==> config.mk <==
export PLATFORM = sky130hd
export DESIGN_NAME = controle_multiciclo
export DESIGN_NICKNAME = d
export VERILOG_FILES = /design/src/rtl/controle_multiciclo.sv
export SDC_FILE = /design/constraint.sdc
export NUM_CORES = 1
export LEC_CHECK = 0
export ABC_AREA = 1
export CORE_AREA = 2 2 46 48
export CTS_CLUSTER_SIZE = 14
export DETAILED_ROUTE_END_ITERATION = 7
export DIE_AREA = 0 0 48 50
export HOLD_SLACK_MARGIN = 0.08
export PLACE_DENSITY = 0.72
export SLEW_MARGIN = 40
export SYNTH_ARGS = -nofsm -noshare
export SYNTH_HDL_FRONTEND = slang
export SYNTH_SLANG_ARGS = --single-unit
==> constraint.sdc <==
create_clock -name clock -period 1.86 [get_ports clock]
set_input_delay 0.372 -clock clock [delete_from_list [all_inputs] [get_ports clock]]
set_output_delay 0.372 -clock clock [all_outputs]
set_load 0.005 [all_outputs]
==> src/rtl/controle_multiciclo.sv <==
// Multicycle MIPS control FSM: sequences fetch/decode/execute/memory/writeback
// with Moore strobes, Mealy-qualified memory handshakes and a bounded wait counter.
module controle_multiciclo #(
  parameter int unsigned WAIT_LIMIT = 15,
  parameter int unsigned WAIT_W     = 4
) (
  input  logic       clock,
  input  logic       reset_n,
  input  logic [5:0] opcode,
  input  logic       mem_ready,
  output logic       PCWrite,
  output logic       PCWriteCond,
  output logic       IorD,
  output logic       MemRead,
  output logic       MemWrite,
  output logic       IRWrite,
  output logic       MemtoReg,
  output logic       RegDst,
  output logic       RegWrite,
  output logic       ALUSrcA,
  output logic [1:0] ALUSrcB,
  output logic [1:0] ALUOp,
  output logic [1:0] PCSource,
  output logic [3:0] state,
  output logic       instr_done,
  output logic       illegal_op,
  output logic       mem_timeout
);

  typedef enum logic [3:0] {
    S_RESET    = 4'd0,
    S_FETCH    = 4'd1,
    S_DECODE   = 4'd2,
    S_MEMADDR  = 4'd3,
    S_MEMREAD  = 4'd4,
    S_MEMWB    = 4'd5,
    S_MEMWRITE = 4'd6,
    S_REXEC    = 4'd7,
    S_RWB      = 4'd8,
    S_IEXEC    = 4'd9,
    S_IWB      = 4'd10,
    S_BRANCH   = 4'd11,
    S_JUMP     = 4'd12,
    S_ILLEGAL  = 4'd13
  } state_t;

  localparam logic [5:0] OP_RTYPE = 6'b000000;
  localparam logic [5:0] OP_LW    = 6'b100011;
  localparam logic [5:0] OP_SW    = 6'b101011;
  localparam logic [5:0] OP_ADDIU = 6'b001001;
  localparam logic [5:0] OP_SLTI  = 6'b001010;
  localparam logic [5:0] OP_BEQ   = 6'b000100;
  localparam logic [5:0] OP_J     = 6'b000010;

  localparam logic [WAIT_W-1:0] LIMIT    = WAIT_LIMIT[WAIT_W-1:0];
  localparam logic              LIMIT_ON = (WAIT_LIMIT != 0);

  state_t            curState;
  state_t            nextState;
  logic [WAIT_W-1:0] waitCnt;
  logic [WAIT_W-1:0] waitCntNext;
  logic              memState;
  logic              timeout;
  logic              stall;

  assign memState = (curState == S_FETCH) || (curState == S_MEMREAD) ||
                    (curState == S_MEMWRITE);
  assign timeout  = memState && !mem_ready && LIMIT_ON && (waitCnt == LIMIT);
  assign stall    = memState && !mem_ready && !timeout;

  // Counter only survives while stalling in place, so every entry starts at zero.
  always_comb begin
    waitCntNext = '0;
    if (stall)
      waitCntNext = (waitCnt == '1) ? waitCnt : waitCnt + WAIT_W'(1);
  end

  always_ff @(posedge clock or negedge reset_n) begin
    if (!reset_n) begin
      curState <= S_RESET;
      waitCnt  <= '0;
    end else begin
      curState <= nextState;
      waitCnt  <= waitCntNext;
    end
  end

  always_comb begin
    nextState   = S_FETCH;
    PCWrite     = 1'b0;
    PCWriteCond = 1'b0;
    IorD        = 1'b0;
    MemRead     = 1'b0;
    MemWrite    = 1'b0;
    IRWrite     = 1'b0;
    MemtoReg    = 1'b0;
    RegDst      = 1'b0;
    RegWrite    = 1'b0;
    ALUSrcA     = 1'b0;
    ALUSrcB     = 2'b00;
    ALUOp       = 2'b00;
    PCSource    = 2'b00;
    instr_done  = 1'b0;
    illegal_op  = 1'b0;
    mem_timeout = 1'b0;

    // A timed-out memory state drops all of its strobes and restarts at fetch.
    if (timeout) begin
      mem_timeout = 1'b1;
      nextState   = S_FETCH;
    end else begin
      unique case (curState)
        S_RESET: nextState = S_FETCH;
        S_FETCH: begin
          MemRead   = 1'b1;
          ALUSrcB   = 2'b01;
          IRWrite   = mem_ready;
          PCWrite   = mem_ready;
          nextState = mem_ready ? S_DECODE : S_FETCH;
        end
        S_DECODE: begin
          ALUSrcB = 2'b11;
          case (opcode)
            OP_RTYPE:         nextState = S_REXEC;
            OP_LW, OP_SW:     nextState = S_MEMADDR;
            OP_ADDIU, OP_SLTI: nextState = S_IEXEC;
            OP_BEQ:           nextState = S_BRANCH;
            OP_J:             nextState = S_JUMP;
            default:          nextState = S_ILLEGAL;
          endcase
        end
        S_MEMADDR: begin
          ALUSrcA   = 1'b1;
          ALUSrcB   = 2'b10;
          nextState = (opcode == OP_LW) ? S_MEMREAD : S_MEMWRITE;
        end
        S_MEMREAD: begin
          MemRead   = 1'b1;
          IorD      = 1'b1;
          nextState = mem_ready ? S_MEMWB : S_MEMREAD;
        end
        S_MEMWB: begin
          MemtoReg   = 1'b1;
          RegWrite   = 1'b1;
          instr_done = 1'b1;
        end
        S_MEMWRITE: begin
          MemWrite   = 1'b1;
          IorD       = 1'b1;
          instr_done = mem_ready;
          nextState  = mem_ready ? S_FETCH : S_MEMWRITE;
        end
        S_REXEC: begin
          ALUSrcA   = 1'b1;
          ALUOp     = 2'b10;
          nextState = S_RWB;
        end
        S_RWB: begin
          RegDst     = 1'b1;
          RegWrite   = 1'b1;
          instr_done = 1'b1;
        end
        S_IEXEC: begin
          ALUSrcA   = 1'b1;
          ALUSrcB   = 2'b10;
          ALUOp     = 2'b11;
          nextState = S_IWB;
        end
        S_IWB: begin
          RegWrite   = 1'b1;
          instr_done = 1'b1;
        end
        S_BRANCH: begin
          ALUSrcA     = 1'b1;
          ALUOp       = 2'b01;
          PCWriteCond = 1'b1;
          PCSource    = 2'b01;
          instr_done  = 1'b1;
        end
        S_JUMP: begin
          PCWrite    = 1'b1;
          PCSource   = 2'b10;
          instr_done = 1'b1;
        end
        S_ILLEGAL: begin
          illegal_op = 1'b1;
          instr_done = 1'b1;
        end
        default: nextState = S_FETCH;
      endcase
    end
  end

  assign state = curState;

endmodule

==> results of run 1 <==
[layer usage]
layer / vias up / wire, microns / GRT usage
met2: 34 / 1496 / 0.4244
met5: - / 0 / 0
met4: 0 / 64 / 0.08559
li1: 533 / - / -
met3: 8 / 131 / 0.03663
met1: 510 / 1145 / 0.2805
[cell usage in the layout (no fill, tap or decap), drive strengths merged, types with 3 or more instances in the layout]
| cell | instances |
|---|---|
| clkdlybuf4s50 | 11 |
| nor2 | 39 |
| dlygate4sd2 | 8 |
| a21oi | 3 |
| clkbuf | 7 |
| nand2 | 27 |
| nand3 | 8 |
| dfrtp | 8 |
| inv | 20 |
| buf | 49 |
[cells by family (layout without fill, tap and decap cells)]
group	Yosys count	count (layout)	synth area share
xor gates and xnor gates	2	2	0.02365
adders and majority gates	1	1	0.01689
and+or+nand+nor	79	79	0.4764
AOI/OAI and AO/OA	10	10	0.08106
buffers and inverters	23	97	0.1318
DFF	8	8	0.2703
[metrics by stage]
step / power (mW) / cell area, sq um / setup TNS [ns]
2_1_floorplan: 0.8644 / 740.7 / 0
3_3_place_gp: 1.696 / 1276 / -1.970
3_5_place_dp: 1.719 / 1276 / -1.987
4_1_cts: 1.948 / 1380 / -0.5068
5_1_grt: 2.289 / 1460 / -1.132
6_report: 2.132 / 1460 / -0.6137
[how the worst min path moves through the flow]
stage          startpoint  slack, ns         end
3_3_place_gp   waitCnt[0]       0.51  waitCnt[0]
2_1_floorplan     reset_n       0.08    state[0]
5_1_grt           reset_n       0.45    state[1]
3_5_place_dp   waitCnt[0]       0.54  waitCnt[0]
4_1_cts           reset_n       0.41    state[1]
6_report          reset_n       0.40    state[1]
[final cells by class]
type                       count  share of cell area
timing repair buffer          73              0.4079
multi-input combinational     92              0.3565
sequential                     8              0.1397
inverter                      21             0.05741
tap                           27             0.02314
clock buffer                   3             0.01542
[state kept, by name (all words and copies together), names as in the netlist]
register	flops
state	4
waitCnt	4
[worst register-to-register path, cell delays in order, from the launching register on]
cell and delay [ns]:
dfrtp_2 0.45, buf_4 0.16, nor2_1 0.25, nand2_2 0.14, buf_4 0.15, nor2_1 0.11, nand3b_1 0.12, nor2_1 0.04
nor2_1 0.10
[power groups by stage]
| stage | combinational [mW] | sequential (mW) | clock [mW] |
|---|---|---|---|
| floorplan | 0.571 | 0.293 | 0 |
| global placement | 1.39 | 0.303 | 0 |
| global route | 1.82 | 0.321 | 0.145 |
| finish | 1.68 | 0.317 | 0.130 |
| detailed placement | 1.42 | 0.303 | 0 |
| CTS | 1.51 | 0.306 | 0.134 |
[what timing repair did]
| item | CTS | global route |
|---|---|---|
| buffers inserted | 9 | 6 |
| endpoints found under the setup margin | 19 | 12 |
| gates resized for setup | 49 | 38 |
| pin swaps | 5 | 7 |
==> flow_summary.yaml, run 1 <==
synthesis:
  synth_async_sr_flop_share: 1.000
  ys_types: 22
  synth_ff_type: "dfrtp_1"
  syn_inst: 123
  synthTopCellsByArea: "dfrtp_1 27%, nor2_1 18%, nand2_1 11%"
  yosys.area.top_type: "dfrtp_1"
  seq_area_frac_synth: 0.2703
  yosysMostFrequentCell: "nor2_1"
  yosysTopAreaCellShare: 0.2703
  syn-mean-instance-area_sq_um: 6.022
  ys_ff_latch: 8
  synth_common_cells: "36 x nor2_1, 21 x nand2_1, 18 x inv_1"
  yosysWarnings: 0
  synth_edf_count: 0
  syn_nets: 133
  netlist_area_sq_um: 740.7
worst_setup_path:
  startpoint: "state[3]"
  crit_path_start_kind: "flop"
  critPathKind: "reg -> out"
  cp.depth: 11
  path_max_fanout: 7
  slowest_stage: "dfrtp_2"
  path_common_cell: "nand2_2"
  r2r_cells: 8
  cp.required_ns: 1.49
  timing.rr.start: "state[0]"
  crit_path_end_kind: "output pin"
  critPathArrivalTime_ns: 1.64
  cpLargestDelayFamily: "buffers and inverters"
  crit_path_cell_trace: "inv_2 > nand2_2 > buf_6 > nor2_4 > nand2_2 > nand2_2 > nand2_2 > clkinv_4 > buf_6 > nor2_2 > buf_2"
  max_stage_delay_ns: 0.45
  r2r_slack_ns: 0.26
  r2r_end: "state[1]"
  crit_end: "MemRead"
  crit_buf_inv: 5
global_route:
  antenna_found_initial: 0
  grt_usage: 0.2419
  grt_max_degree: 9
  grt_pass1_vias: 1067
  gr-total-overflow: 0
  grt_pass1_wl_microns: 4271
finish:
  n_fill_cell: 149
  diodes: 0
  fin_cells: 224
  seqCellArea_sq_um: 203.9
  multi_input_area_sq_um: 520.5
  area_growth_syn_to_layout_pct: 97.13
  drive_gt1_frac: 0.4518
  final_nets: 209
  utilization: 0.7678
cts:
  numCtsBuffers: 3
  clk_path_buf_depth: 2
  clkLatencyLatePin_ns: 0.25
  cts_hold_buf: 0
  cts_max_level: 1
  cts_root_buf: "clkbuf_4"
  clk_pin_slew_ns: 0.06
  cts_sinks: 8
  cts_tree: "done"
die:
  die_h_microns: 50
  row_count: 16
  start_util: 0.3895
  die-area_sq_um: 2400
  core_area_sq_um: 1902
  die_x_microns: 48
  io_pins: 32
sta:
  fin_crit_sh: 1.079
  whs_ns: 0.3997
  rsz0062_at_grt: "true"
  hold_viol: 0
  worst_pin_slew_ns: 0.3653
  fin_ws_ns: -0.1472
  fin_skew_ns: 0.007233
  fin_crit_ns: 2.007
  setup_viol: 6
  slew_viol_final: 0
  slew_headroom: 0.7557
  timing.fmax_mhz: 498.2
placement:
  post-place-ws_ns: -0.3582
  dp_hpwl_microns: 1898
  numPlacedInstances: 207
  gp_congestion: 0.8831
  port_buffers: 31
power:
  switching_share: 0.4296
  seqPwrFrac: 0.149
  clkPwrFrac: 0.061
  comb_power_share: 0.790
  p_switching_mw: 0.9161
  power_density_nw_per_um2: 1460
  irDropWorstVdd_v: 0.0009133
  p_int_mw: 1.216
  p_leak_nw: 0.8144
routing:
  first_pass_iters: 4
  num_vias: 1085
  wl_per_cell_microns: 12.67
  drtAntennaViolNets: 0
  drt_wl_total_microns: 2838
  viasPerCell: 4.844
  drt_iter0_markers: 13
  post-route-drc-count: 0
flow_run:
  cap_viol_max_count: 0
outcome:
  outcome: "complete, but fails checks"
  violations: "negative setup slack"
worst_hold_path:
  min_path_type: "in -> async"
Power figures use the tool's default switching activity.
==> run 2, diff against run 1 <==
Settings changed: CTS_BUF_LIST set to sky130_fd_sc_hd__clkbuf_8 sky130_fd_sc_hd__clkbuf_16.
Clock period 1.86 ns to 2.2 ns, I/O delays scaled along.
==> flow_summary.yaml, run 2 (synthesis gave the netlist of run 1 again) <==
outcome:
  outcome: "finished, final reports clean"
power:
  power_density_nw_per_um2: 1170
  p_leak_nw: 0.6982
  irDropWorstVdd_v: 0.0007996
global_route:
  grt_pass1_wl_microns: 3629
  gr-total-overflow: 0
  grt_usage: 0.2140
  antenna_found_initial: 0
  grt_max_degree: 9
  grt_pass1_vias: 847
die:
  start_util: 0.3895
  io_pins: 32
  row_count: 16
  die_h_microns: 50
  die-area_sq_um: 2400
  die_x_microns: 48
  core_area_sq_um: 1902
finish:
  layout_common_cells: "34 x nor2_1, 21 x nand2_1, 21 x clkdlybuf4s50_1"
  final_nets: 180
  drive_gt1_frac: 0.2262
  layout_commonest_cell: "nor2_1"
  area_growth_syn_to_layout_pct: 66.22
  fin_cells: 195
  fin_area_sq_um: 1231
  diodes: 0
sta:
  slew_headroom: 0.7600
  setup_tns_ns: 0
  fin_crit_ns: 2.150
  setup_viol: 0
  fin_ws_ns: 0.05046
  fin_crit_sh: 0.9771
  worst_pin_slew_ns: 0.3589
  fin_skew_ns: 0.005506
  slew_viol_final: 0
  timing.fmax_mhz: 465.2
  hold_viol: 0
worst_setup_path:
  crit_path_cell_trace: "inv_2 > nand2_1 > buf_4 > o22ai_1 > clkdlybuf4s50_1"
  cp.required_ns: 1.76
  cpLargestDelayFamily: "buffers and inverters"
  crit_buf_inv: 3
  crit_path_start_kind: "flop"
  crit_path_end_kind: "output pin"
  slowest_stage: "clkdlybuf4s50_1"
  critPathKind: "reg -> out"
  critPathArrivalTime_ns: 1.71
  path_max_fanout: 5
  max_stage_delay_ns: 0.52
cts:
  cts_sinks: 8
  clk_pin_slew_ns: 0.04
  numCtsBuffers: 3
  cts_max_level: 1
  clk_path_buf_depth: 2
  clkLatencyLatePin_ns: 0.24
  cts_tree: "done"
  cts_root_buf: "clkbuf_8"
routing:
  drt_iter0_markers: 25
  wl_per_cell_microns: 11.66
  drt_wl_total_microns: 2273
  post-route-drc-count: 0
  first_pass_iters: 4
  num_vias: 935
  drtAntennaViolNets: 0
  viasPerCell: 4.795
placement:
  post-place-ws_ns: -0.1339
  numPlacedInstances: 186
  dpl_cell_area_sq_um: 1119
  dp_hpwl_microns: 1692
  port_buffers: 31
  gp_congestion: 0.8935
flow_run:
  cap_viol_max_count: 0
worst_hold_path:
  min_path_type: "reg -> reg"
-- run 2: changes by cell type in the layout (fill, tap and decap cells not counted), moves of 4 or more --
cell	change
buf_2	-5
buf_4	-23
buf_6	-8
clkdlybuf4s50_1	+10
dlygate4sd2_1	-5
dlymetal6s2s_1	+5
nand2_1	+7
nand2_2	-5
nor2_1	+4
-- run 2: final timing paths --
check | start | endpoint | slack [ns] | depth (start not counted)
min reg2reg | waitCnt[0] | waitCnt[0] | 0.46 | 1
max reg2reg | state[2] | state[2] | 0.77 | 10
max | state[2] | ALUSrcA | 0.05 | 5
min | waitCnt[0] | waitCnt[0] | 0.46 | 1
max in group asynchronous | reset_n | state[2] | 1.43 | 1
min in group asynchronous | reset_n | state[1] | 0.48 | 1
-- run 2: worst register-to-register path, delay by kind of cell (launching register included) --
| family | cells | cell delay, ns |
|---|---|---|
| flip-flops | 1 | 0.46 |
| AND/OR/NAND/NOR | 5 | 0.46 |
| buffers and inverters | 4 | 0.36 |
| AO/OA/AOI/OAI | 1 | 0.03 |
-- run 2: layout make-up --
| type | instances | area, sq um |
|---|---|---|
| Fill cell | 164 | 670.6 |
| Tap cell | 27 | 33.78 |
| Clock buffer | 3 | 41.29 |
| Inverter | 21 | 81.33 |
| Multi-Input combinational cell | 92 | 464.2 |
| Sequential cell | 8 | 203.9 |
| Timing Repair Buffer | 44 | 406.6 |
-- run 2: where the power goes --
group	internal [mW]	switching [mW]	total, mW
clock network	0.119	0.0602	0.179
logic	0.504	0.486	0.990
registers	0.201	0.0702	0.271
-- run 2: repair_timing --
action	4_1_cts	5_1_grt
endpoints found under the hold margin	0	0
pin swaps	0	1
setup buffers	3	3
hold buffers	0	0
endpoints found under the setup margin	9	8
resized for setup	12	13
cloned	0	0
-- run 2: routing by layer --
| layer | global-route usage | vias up | routed length [microns] | share of wire |
|---|---|---|---|---|
| met3 | 0.05495 | 12 | 128 | 0.056 |
| met2 | 0.3356 | 42 | 1063 | 0.47 |
| met1 | 0.2427 | 405 | 972 | 0.43 |
| met5 | 0 | - | 0 | 0 |
| met4 | 0.1396 | 0 | 110 | 0.048 |
| li1 | - | 476 | - | - |
-- run 2: stage by stage --
| step | util | hold slack [ns] | power (mW) |
|---|---|---|---|
| final | 0.6474 | 0.4578 | 1.440 |
| after global routing | 0.6474 | 0.5066 | 1.568 |
| after CTS | 0.6243 | 0.4548 | 1.393 |
| after detailed placement | 0.5882 | 0.4490 | 1.209 |
| after global placement | 0.5882 | 0.4483 | 1.197 |
| after floorplan | - | 0.1444 | 0.7308 |
==> run 3, diff against run 2 <==
Settings changed: ABC_AREA 1 to unset, PLACE_DENSITY 0.72 to 0.74.
Clock period 2.2 ns to 2.1 ns, I/O delays scaled along.
==> flow_summary.yaml, run 3 <==
sta:
  rsz0062_at_grt: "true"
  timing.fmax_mhz: 449.3
  worst_pin_slew_ns: 0.3587
  fin_crit_ns: 2.226
  fin_skew_ns: 0.003558
  slew_headroom: 0.7547
  fin_crit_sh: 1.060
  hold_viol: 0
  fin_ws_ns: -0.1255
  setup_viol: 6
  slew_viol_final: 0
synthesis:
  ys_types: 42
  yosys.area.top_type: "dfrtp_1"
  yosysMostFrequentCell: "dfrtp_1"
  yosysWarnings: 0
  yosysTopAreaCellShare: 0.2589
  ys_ff_latch: 8
  syn-mean-instance-area_sq_um: 7.972
  synthTopCellsByArea: "dfrtp_1 26%, nand2b_1 4.0%, nor3_1 3.9%"
  seq_area_frac_synth: 0.2589
  syn_inst: 97
  synth_ff_type: "dfrtp_1"
  synth_async_sr_flop_share: 1.000
  netlist_area_sq_um: 773.2
  synth_common_cells: "8 x dfrtp_1, 7 x nor2_1, 6 x clkbuf_1, 6 x nor3_1, 5 x nand2b_1"
  synth_edf_count: 0
  syn_nets: 107
finish:
  diodes: 0
  fin_area_sq_um: 1394
  area_growth_syn_to_layout_pct: 80.26
  drive_gt1_frac: 0.3034
  utilization: 0.7329
  layout_common_cells: "17 x clkdlybuf4s50_1, 16 x buf_4, 7 x dfrtp_1"
  final_nets: 157
  layout_commonest_cell: "clkdlybuf4s50_1"
outcome:
  outcome: "complete, but fails checks"
  violations: "negative setup slack"
cts:
  cts_hold_buf: 0
  cts_tree: "done"
  cts_root_buf: "clkbuf_8"
  cts_sinks: 8
  numCtsBuffers: 3
  cts_max_level: 1
  clkLatencyLatePin_ns: 0.23
  clk_pin_slew_ns: 0.04
  clk_path_buf_depth: 2
power:
  power_density_nw_per_um2: 1167
  p_leak_nw: 0.6785
  irDropWorstVdd_v: 0.0006930
routing:
  drtAntennaViolNets: 0
  viasPerCell: 5.372
  drt_iter0_markers: 16
  num_vias: 924
  wl_per_cell_microns: 14.59
  first_pass_iters: 4
  post-route-drc-count: 0
  drt_wl_total_microns: 2509
worst_setup_path:
  startpoint: "state[2]"
  crit_path_end_kind: "output pin"
  slowest_stage: "dfrtp_2"
  timing.rr.start: "state[2]"
  path_common_cell: "buf_6"
  r2r_cells: 5
  r2r_slack_ns: 0.43
  max_stage_delay_ns: 0.43
  cp.depth: 7
  crit_path_cell_trace: "or3b_4 > a21boi_2 > nor2b_4 > buf_6 > buf_6 > nor4_2 > buf_2"
  critPathKind: "reg -> out"
  crit_buf_inv: 3
  crit_path_start_kind: "flop"
  cpLargestDelayFamily: "simple AND/OR/NAND/NOR gates"
  path_max_fanout: 3
  critPathArrivalTime_ns: 1.81
  cp.required_ns: 1.68
placement:
  post-place-ws_ns: -0.4052
  dpl_cell_area_sq_um: 1206
  port_buffers: 31
  gp_congestion: 0.7331
  dp_hpwl_microns: 1689
global_route:
  grt_pass1_wl_microns: 4153
  gr-total-overflow: 0
  antenna_found_initial: 0
  grt_usage: 0.2427
  grt_pass1_vias: 934
  grt_max_degree: 21
worst_hold_path:
  min_path_type: "in -> async"
die:
  core_area_sq_um: 1902
  row_count: 16
  die_h_microns: 50
  io_pins: 32
  die-area_sq_um: 2400
  die_x_microns: 48
  start_util: 0.4066
flow_run:
  cap_viol_max_count: 0
run 3: cell types whose count changed after synthesis, moves of 4 or more:
cell / change
nand2b_1: +5
and3_1: +4
nor3_1: +5
inv_1: -16
nand3_1: -5
nand2_1: -18
nor2_1: -29
clkbuf_1: +6
nor4_1: +4
nand2_2: -6
nor2b_1: +4
run 3: worst register-to-register path, cell delays in order (launching register included):
cell and delay (ns):
dfrtp_2 0.43, or3b_4 0.43, buf_4 0.16, and3b_1 0.15
a211oi_1 0.23, o21ai_0 0.14
run 3: area by class of cell:
type | instances | area (sq um)
repair buffers | 54 | 526.8
multi-input cells | 78 | 583.1
well taps | 27 | 33.78
flip-flops and latches | 8 | 201.4
fillers | 152 | 508.0
clock buffers | 3 | 41.29
inverters | 2 | 7.507
run 3: worst paths after layout:
check | endpoint
worst min-delay path | waitCnt[0]
worst max register to register | state[0]
worst max-delay path | ALUSrcB[0]
max in group asynchronous | state[2]
worst min register to register | waitCnt[0]
min in group clock | waitCnt[0]
run 3: routing by layer:
layer,GRT usage,vias to the layer above,part of all wire
li1,-,451,-
met1,0.2956,442,0.43
met2,0.3822,25,0.50
met3,0.04029,6,0.039
met4,0.1396,0,0.029
met5,0,-,0
run 3: per-stage QoR:
stage	power, mW	hold WS [ns]	TNS (ns)	instances
after floorplan	0.7550	0.1244	0	97
after global routing	1.753	0.5025	-0.9312	172
final	1.627	0.4653	-0.4773	172
after CTS	1.499	0.4746	-0.5252	168
after global placement	1.264	0.4533	-2.172	163
after detailed placement	1.282	0.4789	-2.248	163
run 3: report_power, final:
part | switching (mW) | total (mW) | internal (mW)
Clock | 0.0614 | 0.186 | 0.124
Sequential | 0.0448 | 0.247 | 0.203
Combinational | 0.512 | 1.19 | 0.682
run 3: cells by family (layout without fill, tap and decap cells):
logic type,Yosys count,in the layout,share of synthesized area
AND/OR/NAND/NOR,47,47,0.3560
AO/OA/AOI/OAI,24,24,0.2395
buffers and inverters,11,59,0.05986
flip-flops,8,8,0.2589
XOR/XNOR,5,5,0.05664
adder cells (fa/ha/maj),1,1,0.01618
multiplexers,1,1,0.01295
run 3: timing repair:
| action | 4_1_cts | 5_1_grt |
|---|---|---|
| pin swaps | 2 | 3 |
| gates cloned | 0 | 1 |
| endpoints found under the hold margin | 0 | 0 |
| buffers inserted | 2 | 3 |
| gates resized for setup | 27 | 20 |
| endpoints found under the setup margin | 17 | 13 |
